## src/rtl/i_mem_arbiter_if.sv

```systemverilog
// Bundle of the two requester ports and the memory port of the instruction-memory arbiter.
// The arbiter connects through the slave modport; requesters plus memory use master.
interface i_mem_arbiter_if #(
    parameter int ADDR_WIDTH = 16
);

    // Port 0: CPU fetch unit
    logic                  p0_req;
    logic [ADDR_WIDTH-1:0] p0_addr;
    logic                  p0_ack;
    logic [7:0]            p0_rdata;

    // Port 1: bracket-scan / debug-loader path
    logic                  p1_req;
    logic [ADDR_WIDTH-1:0] p1_addr;
    logic                  p1_ack;
    logic [7:0]            p1_rdata;

    // Shared single-port instruction memory
    logic                  m_req;
    logic [ADDR_WIDTH-1:0] m_addr;
    logic                  m_ack;
    logic [7:0]            m_rdata;

    modport slave (
        input  p0_req,
        input  p0_addr,
        output p0_ack,
        output p0_rdata,
        input  p1_req,
        input  p1_addr,
        output p1_ack,
        output p1_rdata,
        output m_req,
        output m_addr,
        input  m_ack,
        input  m_rdata
    );

    modport master (
        output p0_req,
        output p0_addr,
        input  p0_ack,
        input  p0_rdata,
        output p1_req,
        output p1_addr,
        input  p1_ack,
        input  p1_rdata,
        input  m_req,
        input  m_addr,
        output m_ack,
        output m_rdata
    );

endinterface

```

## src/rtl/i_mem_arbiter.sv

```systemverilog
// Two-port arbiter for the BF CPU instruction memory: one outstanding read at a time,
// with a forced one-cycle idle gap after every memory ack.
module i_mem_arbiter #(
    parameter int ADDR_WIDTH  = 16,
    parameter int ROUND_ROBIN = 1
) (
    input  logic             clk,
    input  logic             rst,
    i_mem_arbiter_if.slave   mem_if
);

    typedef enum logic [1:0] {
        ST_IDLE = 2'd0,
        ST_BUSY = 2'd1,
        ST_GAP  = 2'd2
    } state_t;

    localparam bit RR_EN = (ROUND_ROBIN != 0);

    state_t                state_q;
    state_t                state_d;
    logic                  grant_q;
    logic                  grant_d;
    logic                  last_q;
    logic                  last_d;
    logic                  m_req_q;
    logic                  m_req_d;
    logic [ADDR_WIDTH-1:0] m_addr_q;
    logic [ADDR_WIDTH-1:0] m_addr_d;

    logic                  any_req_s;
    logic                  winner_s;
    logic                  busy_ack_s;

    assign any_req_s  = mem_if.p0_req | mem_if.p1_req;
    assign busy_ack_s = (state_q == ST_BUSY) & mem_if.m_ack;

    // Winner selection; on a tie, round-robin hands the grant to the port that did not win last
    always_comb begin
        winner_s = 1'b0;
        if (mem_if.p0_req && mem_if.p1_req) begin
            if (RR_EN) begin
                winner_s = ~last_q;
            end else begin
                winner_s = 1'b0;
            end
        end else if (mem_if.p1_req) begin
            winner_s = 1'b1;
        end else begin
            winner_s = 1'b0;
        end
    end

    // Next-state and registered-output logic of the transaction sequencer
    always_comb begin
        state_d  = state_q;
        grant_d  = grant_q;
        last_d   = last_q;
        m_req_d  = m_req_q;
        m_addr_d = m_addr_q;
        case (state_q)
            ST_IDLE, ST_GAP: begin
                if (any_req_s) begin
                    state_d  = ST_BUSY;
                    grant_d  = winner_s;
                    last_d   = winner_s;
                    m_req_d  = 1'b1;
                    m_addr_d = winner_s ? mem_if.p1_addr : mem_if.p0_addr;
                end else begin
                    state_d = ST_IDLE;
                    m_req_d = 1'b0;
                end
            end
            ST_BUSY: begin
                // The request is finished even if the requester has dropped it; the GAP
                // cycle lets the memory's registered ready clear before the next grant.
                if (mem_if.m_ack) begin
                    state_d = ST_GAP;
                    m_req_d = 1'b0;
                end else begin
                    state_d = ST_BUSY;
                    m_req_d = 1'b1;
                end
            end
            default: begin
                state_d = ST_IDLE;
                m_req_d = 1'b0;
            end
        endcase
    end

    // Sequencer state register; reset abandons any transaction in flight
    always_ff @(posedge clk or posedge rst) begin
        if (rst) begin
            state_q  <= ST_IDLE;
            grant_q  <= 1'b0;
            last_q   <= 1'b1;
            m_req_q  <= 1'b0;
            m_addr_q <= {ADDR_WIDTH{1'b0}};
        end else begin
            state_q  <= state_d;
            grant_q  <= grant_d;
            last_q   <= last_d;
            m_req_q  <= m_req_d;
            m_addr_q <= m_addr_d;
        end
    end

    assign mem_if.m_req  = m_req_q;
    assign mem_if.m_addr = m_addr_q;

    // Acks pass m_ack through with no added latency, gated so a dropped request gets none
    assign mem_if.p0_ack   = busy_ack_s & ~grant_q & mem_if.p0_req;
    assign mem_if.p1_ack   = busy_ack_s &  grant_q & mem_if.p1_req;
    assign mem_if.p0_rdata = mem_if.m_rdata;
    assign mem_if.p1_rdata = mem_if.m_rdata;

endmodule

```

## src/flat_wrapper.sv

```systemverilog
// flat-port wrapper written by rule: the top's interface ports become plain ports
module i_mem_arbiter_flat 
#(
    parameter int ADDR_WIDTH  = 16,
    parameter int ROUND_ROBIN = 1
)
  (clk, rst, mem_if_p0_req, mem_if_p0_addr, mem_if_p0_ack, mem_if_p0_rdata, mem_if_p1_req, mem_if_p1_addr, mem_if_p1_ack, mem_if_p1_rdata, mem_if_m_req, mem_if_m_addr, mem_if_m_ack, mem_if_m_rdata);
  i_mem_arbiter_if #(.ADDR_WIDTH(ADDR_WIDTH)) mem_if_i ();
  input  logic clk;
  input  logic rst;
  input wire logic [$bits(mem_if_i.p0_req)-1:0] mem_if_p0_req;
  input wire logic [$bits(mem_if_i.p0_addr)-1:0] mem_if_p0_addr;
  output wire logic [$bits(mem_if_i.p0_ack)-1:0] mem_if_p0_ack;
  output wire logic [$bits(mem_if_i.p0_rdata)-1:0] mem_if_p0_rdata;
  input wire logic [$bits(mem_if_i.p1_req)-1:0] mem_if_p1_req;
  input wire logic [$bits(mem_if_i.p1_addr)-1:0] mem_if_p1_addr;
  output wire logic [$bits(mem_if_i.p1_ack)-1:0] mem_if_p1_ack;
  output wire logic [$bits(mem_if_i.p1_rdata)-1:0] mem_if_p1_rdata;
  output wire logic [$bits(mem_if_i.m_req)-1:0] mem_if_m_req;
  output wire logic [$bits(mem_if_i.m_addr)-1:0] mem_if_m_addr;
  input wire logic [$bits(mem_if_i.m_ack)-1:0] mem_if_m_ack;
  input wire logic [$bits(mem_if_i.m_rdata)-1:0] mem_if_m_rdata;
  assign mem_if_i.p0_req = mem_if_p0_req;
  assign mem_if_i.p0_addr = mem_if_p0_addr;
  assign mem_if_p0_ack = mem_if_i.p0_ack;
  assign mem_if_p0_rdata = mem_if_i.p0_rdata;
  assign mem_if_i.p1_req = mem_if_p1_req;
  assign mem_if_i.p1_addr = mem_if_p1_addr;
  assign mem_if_p1_ack = mem_if_i.p1_ack;
  assign mem_if_p1_rdata = mem_if_i.p1_rdata;
  assign mem_if_m_req = mem_if_i.m_req;
  assign mem_if_m_addr = mem_if_i.m_addr;
  assign mem_if_i.m_ack = mem_if_m_ack;
  assign mem_if_i.m_rdata = mem_if_m_rdata;
  i_mem_arbiter #(.ADDR_WIDTH(ADDR_WIDTH), .ROUND_ROBIN(ROUND_ROBIN)) u_core (.clk(clk), .rst(rst), .mem_if(mem_if_i));
endmodule
```

## config.mk

```make
export PLATFORM = sky130hd
export DESIGN_NAME = i_mem_arbiter_flat
export DESIGN_NICKNAME = d
export VERILOG_FILES = /design/src/rtl/i_mem_arbiter_if.sv /design/src/rtl/i_mem_arbiter.sv /design/src/flat_wrapper.sv
export SDC_FILE = /design/constraint.sdc
export NUM_CORES = 1
export LEC_CHECK = 0
export ABC_AREA = 1
export BUFFER_PORTS_ARGS = -buffer_cell sky130_fd_sc_hd__buf_2
export CAP_MARGIN = 20
export CORE_ASPECT_RATIO = 1.5
export CORE_MARGIN = 2
export CORE_UTILIZATION = 42
export CTS_CLUSTER_SIZE = 8
export DETAILED_ROUTE_END_ITERATION = 10
export GPL_TIMING_DRIVEN = 0
export PLACE_DENSITY = 0.89
export SLEW_MARGIN = 20
export SYNTH_ARGS = -nofsm -noshare
export SYNTH_HDL_FRONTEND = slang
export SYNTH_SLANG_ARGS = --single-unit
```

## constraint.sdc

```tcl
create_clock -name clk -period 1.6 [get_ports clk]
set_clock_uncertainty 0.05 [all_clocks]
set_input_delay 0.32 -clock clk [delete_from_list [all_inputs] [get_ports clk]]
set_output_delay 0.32 -clock clk [all_outputs]
set_load 0.02 [all_outputs]
```

==> results.yml <==
outcome:
  outcome: "finished, final reports clean"
grt:
  grt_use_total_pct: 18.8
  grt_pass1_vias: 1239
  met2_usage_pct: 36.4
  antenna_found_initial: 0
  grt_max_degree: 21
  top_usage_layer: "met2"
  gr-usage-met1_pct: 18.6
  use_met3_pct: 2.95
  grt_pass1_wl_mm: 5.06
  grt-ovfl-total: 0
cells_and_area:
  finalNetCount: 296
  synthToLayoutAreaGrowth_pct: 36.3
  final_cell_area_um2: 1720
  stdcell_count: 289
  post-route-util_pct: 59.6
  layout-drive-gt1-share_pct: 42.0
  diodes: 0
  n_fill_cell: 288
cts:
  clkLatencyLatePin_ns: 0.26
  cts_tree: "done"
  clockBufferDepth: 2
  cts_buffers: 3
  cts-root-buf: "clkbuf_8"
  ctsHoldBuffers: 0
  clk_pin_slew_worst_paths_ns: 0.07
  clkSinkCount: 20
  htree_levels: 1
floorplanning:
  io_pins: 80
  die_h_um: 71.1
  die_x_um: 48.7
  start_util_pct: 43.8
  rows: 24
  core_um2: 2880
  dieArea_um2: 3470
logic_synthesis:
  yosys_warnings: 0
  ys_types: 17
  synth-seq-cells: 20
  synth-adder-area-share_pct: 0
  syn_nets: 219
  synth_area_um2: 1260
  synth_compound_gate_area_share_pct: 0.992
  postSynthCellCount: 174
  synth.yosys.seq_area_share_pct: 39.8
  synth-xor-area-share_pct: 0
  synthMuxAreaShare_pct: 0
  synth_simple_gate_area_share_pct: 33.6
  postSynthAreaPerCell_um2: 7.25
  synth_top_family_by_area: "simple AND/OR/NAND/NOR gates"
flow_run:
  drv.max_cap_violation_count: 0
sta:
  fin_tns_setup_ns: 0
  tightest_slew_ns: 0.778
  final_hold_viol_count: 0
  slew_viol_final: 0
  rsz0062_at_grt: "no"
  maxSlewHeadroom_pct: 48.1
  setup_viol: 0
  fmax_ghz: 0.666
  min_period_over_period_pct: 93.8
  fin_crit_ns: 1.50
worst_setup_path:
  critPathCaptureType: "output pin"
  cpLargestDelayFamily: "buffers and inverters"
  crit_arrival_ns: 1.13
  rrSetupSlack_ns: 0.32
  start_kind: "primary input"
  worstReg2RegStart: "u_core.last_q"
  cp_slowest_stage_delay_ns: 0.20
  path_max_fanout: 10
  r2r_cells: 6
  crit_slowest_cell: "buf_4"
  worst_ep_required_time_ns: 1.23
  worst-setup-path-type: "in2out"
  rr_endpoint: "u_core.mem_if.m_addr[8]"
  cp_num_buf_inv: 4
  worstPathCellList: "buf_2, buf_4, buf_4, nand2_1, nor2_1, buf_2"
power:
  power_density_nw_per_um2: 1500
  leakagePower_nw: 1.11
  p_total_mw: 2.58
  vdd_drop_max_v: 0.000701
placement:
  portBuffers: 71
  dp_hpwl_mm: 2.36
  dp.cells: 284
  gp_congestion: 0.752
  place_area_um2: 1670
route:
  drt-total-wl_mm: 3.04
  drt_pass1_iterations: 4
  vias: 1281
  ant_nets: 0
  drc_errors: 0
  wl_per_cell_um: 10.5
  drt-initial-drc-count: 16
  vias_per_cell: 4.43
worst_hold_path:
  hold_path_class: "in2async"
how the worst max path moves through the flow:
stage,start,end,slack (ns),cells past startpoint
2_1_floorplan,u_core.state_q[0],mem_if_p0_ack,0.12,4
3_3_place_gp,mem_if_p1_req,mem_if_p1_ack,0.10,6
3_5_place_dp,mem_if_p1_req,mem_if_p1_ack,0.09,6
4_1_cts,u_core.state_q[0],mem_if_p0_ack,0.02,5
5_1_grt,u_core.state_q[0],mem_if_p0_ack,0.04,5
6_report,mem_if_p1_req,mem_if_p1_ack,0.1,6
cell type report:
cell class	count	area [um2]	share of cell area (%)
Sequential cell	20	503	29.3
Multi-Input combinational cell	95	437	25.4
Timing Repair Buffer	72	363	21.1
Buffer	22	179	10.4
Inverter	37	144	8.37
Tap cell	39	48.8	2.84
Clock buffer	4	45.0	2.62
synthesized netlist by cell type:
| cell type | instances | area share, % |
|---|---|---|
| buf_4 | 19 | 11 |
| buf_6 | 2 | 1.8 |
| clkbuf_8 | 1 | 1.1 |
| dfrtp_1 | 19 | 38 |
| dfstp_2 | 1 | 2.1 |
| inv_1 | 36 | 11 |
| inv_6 | 1 | 0.69 |
| nand2_1 | 53 | 16 |
| nand2_2 | 1 | 0.50 |
| nand2_4 | 1 | 0.89 |
| nand3_1 | 32 | 13 |
| nand3_2 | 1 | 0.79 |
| nor2_1 | 3 | 0.89 |
| nor2_2 | 1 | 0.50 |
| nor2_8 | 1 | 1.6 |
| o21ai_0 | 1 | 0.40 |
| o31ai_1 | 1 | 0.60 |
sequential cells by signal, indices dropped and copies added, names as in the netlist:
signal / count
u_core.state_q: 2
u_core.grant_q: 1
u_core.mem_if.m_addr: 16
u_core.last_q: 1
power by group:
group	internal [mW]	total, mW	switching (mW)
Combinational	0.495	1.34	0.842
Clock	0.178	0.353	0.175
Sequential	0.762	0.887	0.125
cells in the final DEF (no fill, tap or decap):
master and n:
dfrtp_2 1, o21ai_0 1, buf_6 2, buf_2 71, dfstp_2 1, nand2_2 1
nor2_8 1, nand3_1 32, nand3_2 1, inv_1 36, dfrtp_1 18, inv_6 1
buf_4 20, nor2_1 3, nor2_2 1, nand2_4 1, o31ai_1 1, clkbuf_8 4
nand2_1 53, clkbuf_1 1
routing by layer:
metal	part of all wire [%]	vias up
li1	-	657
met1	39	563
met2	51	56
met3	7.1	5
met4	2.5	0
met5	0	-
through the flow:
step / setup WS [ns] / hold slack [ns]
3_5_place_dp: 0.0867 / 0.410
2_1_floorplan: 0.123 / 0.233
4_1_cts: 0.0168 / 0.159
5_1_grt: 0.0397 / 0.214
3_3_place_gp: 0.101 / 0.396
6_report: 0.0996 / 0.135
kinds of logic after synthesis:
| family | after synthesis |
|---|---|
| and+or+nand+nor | 93 |
| buffers and inverters | 59 |
| DFF | 20 |
| AOI/OAI and AO/OA | 2 |
what timing repair did:
action / in CTS / in global routing
endpoints found under the setup margin: 2 / 2
gates resized for setup: 1 / 0
setup buffers: 0 / 1
hold endpoints to repair: 0 / 0
Note: power is estimated with default switching activity, not from simulation.
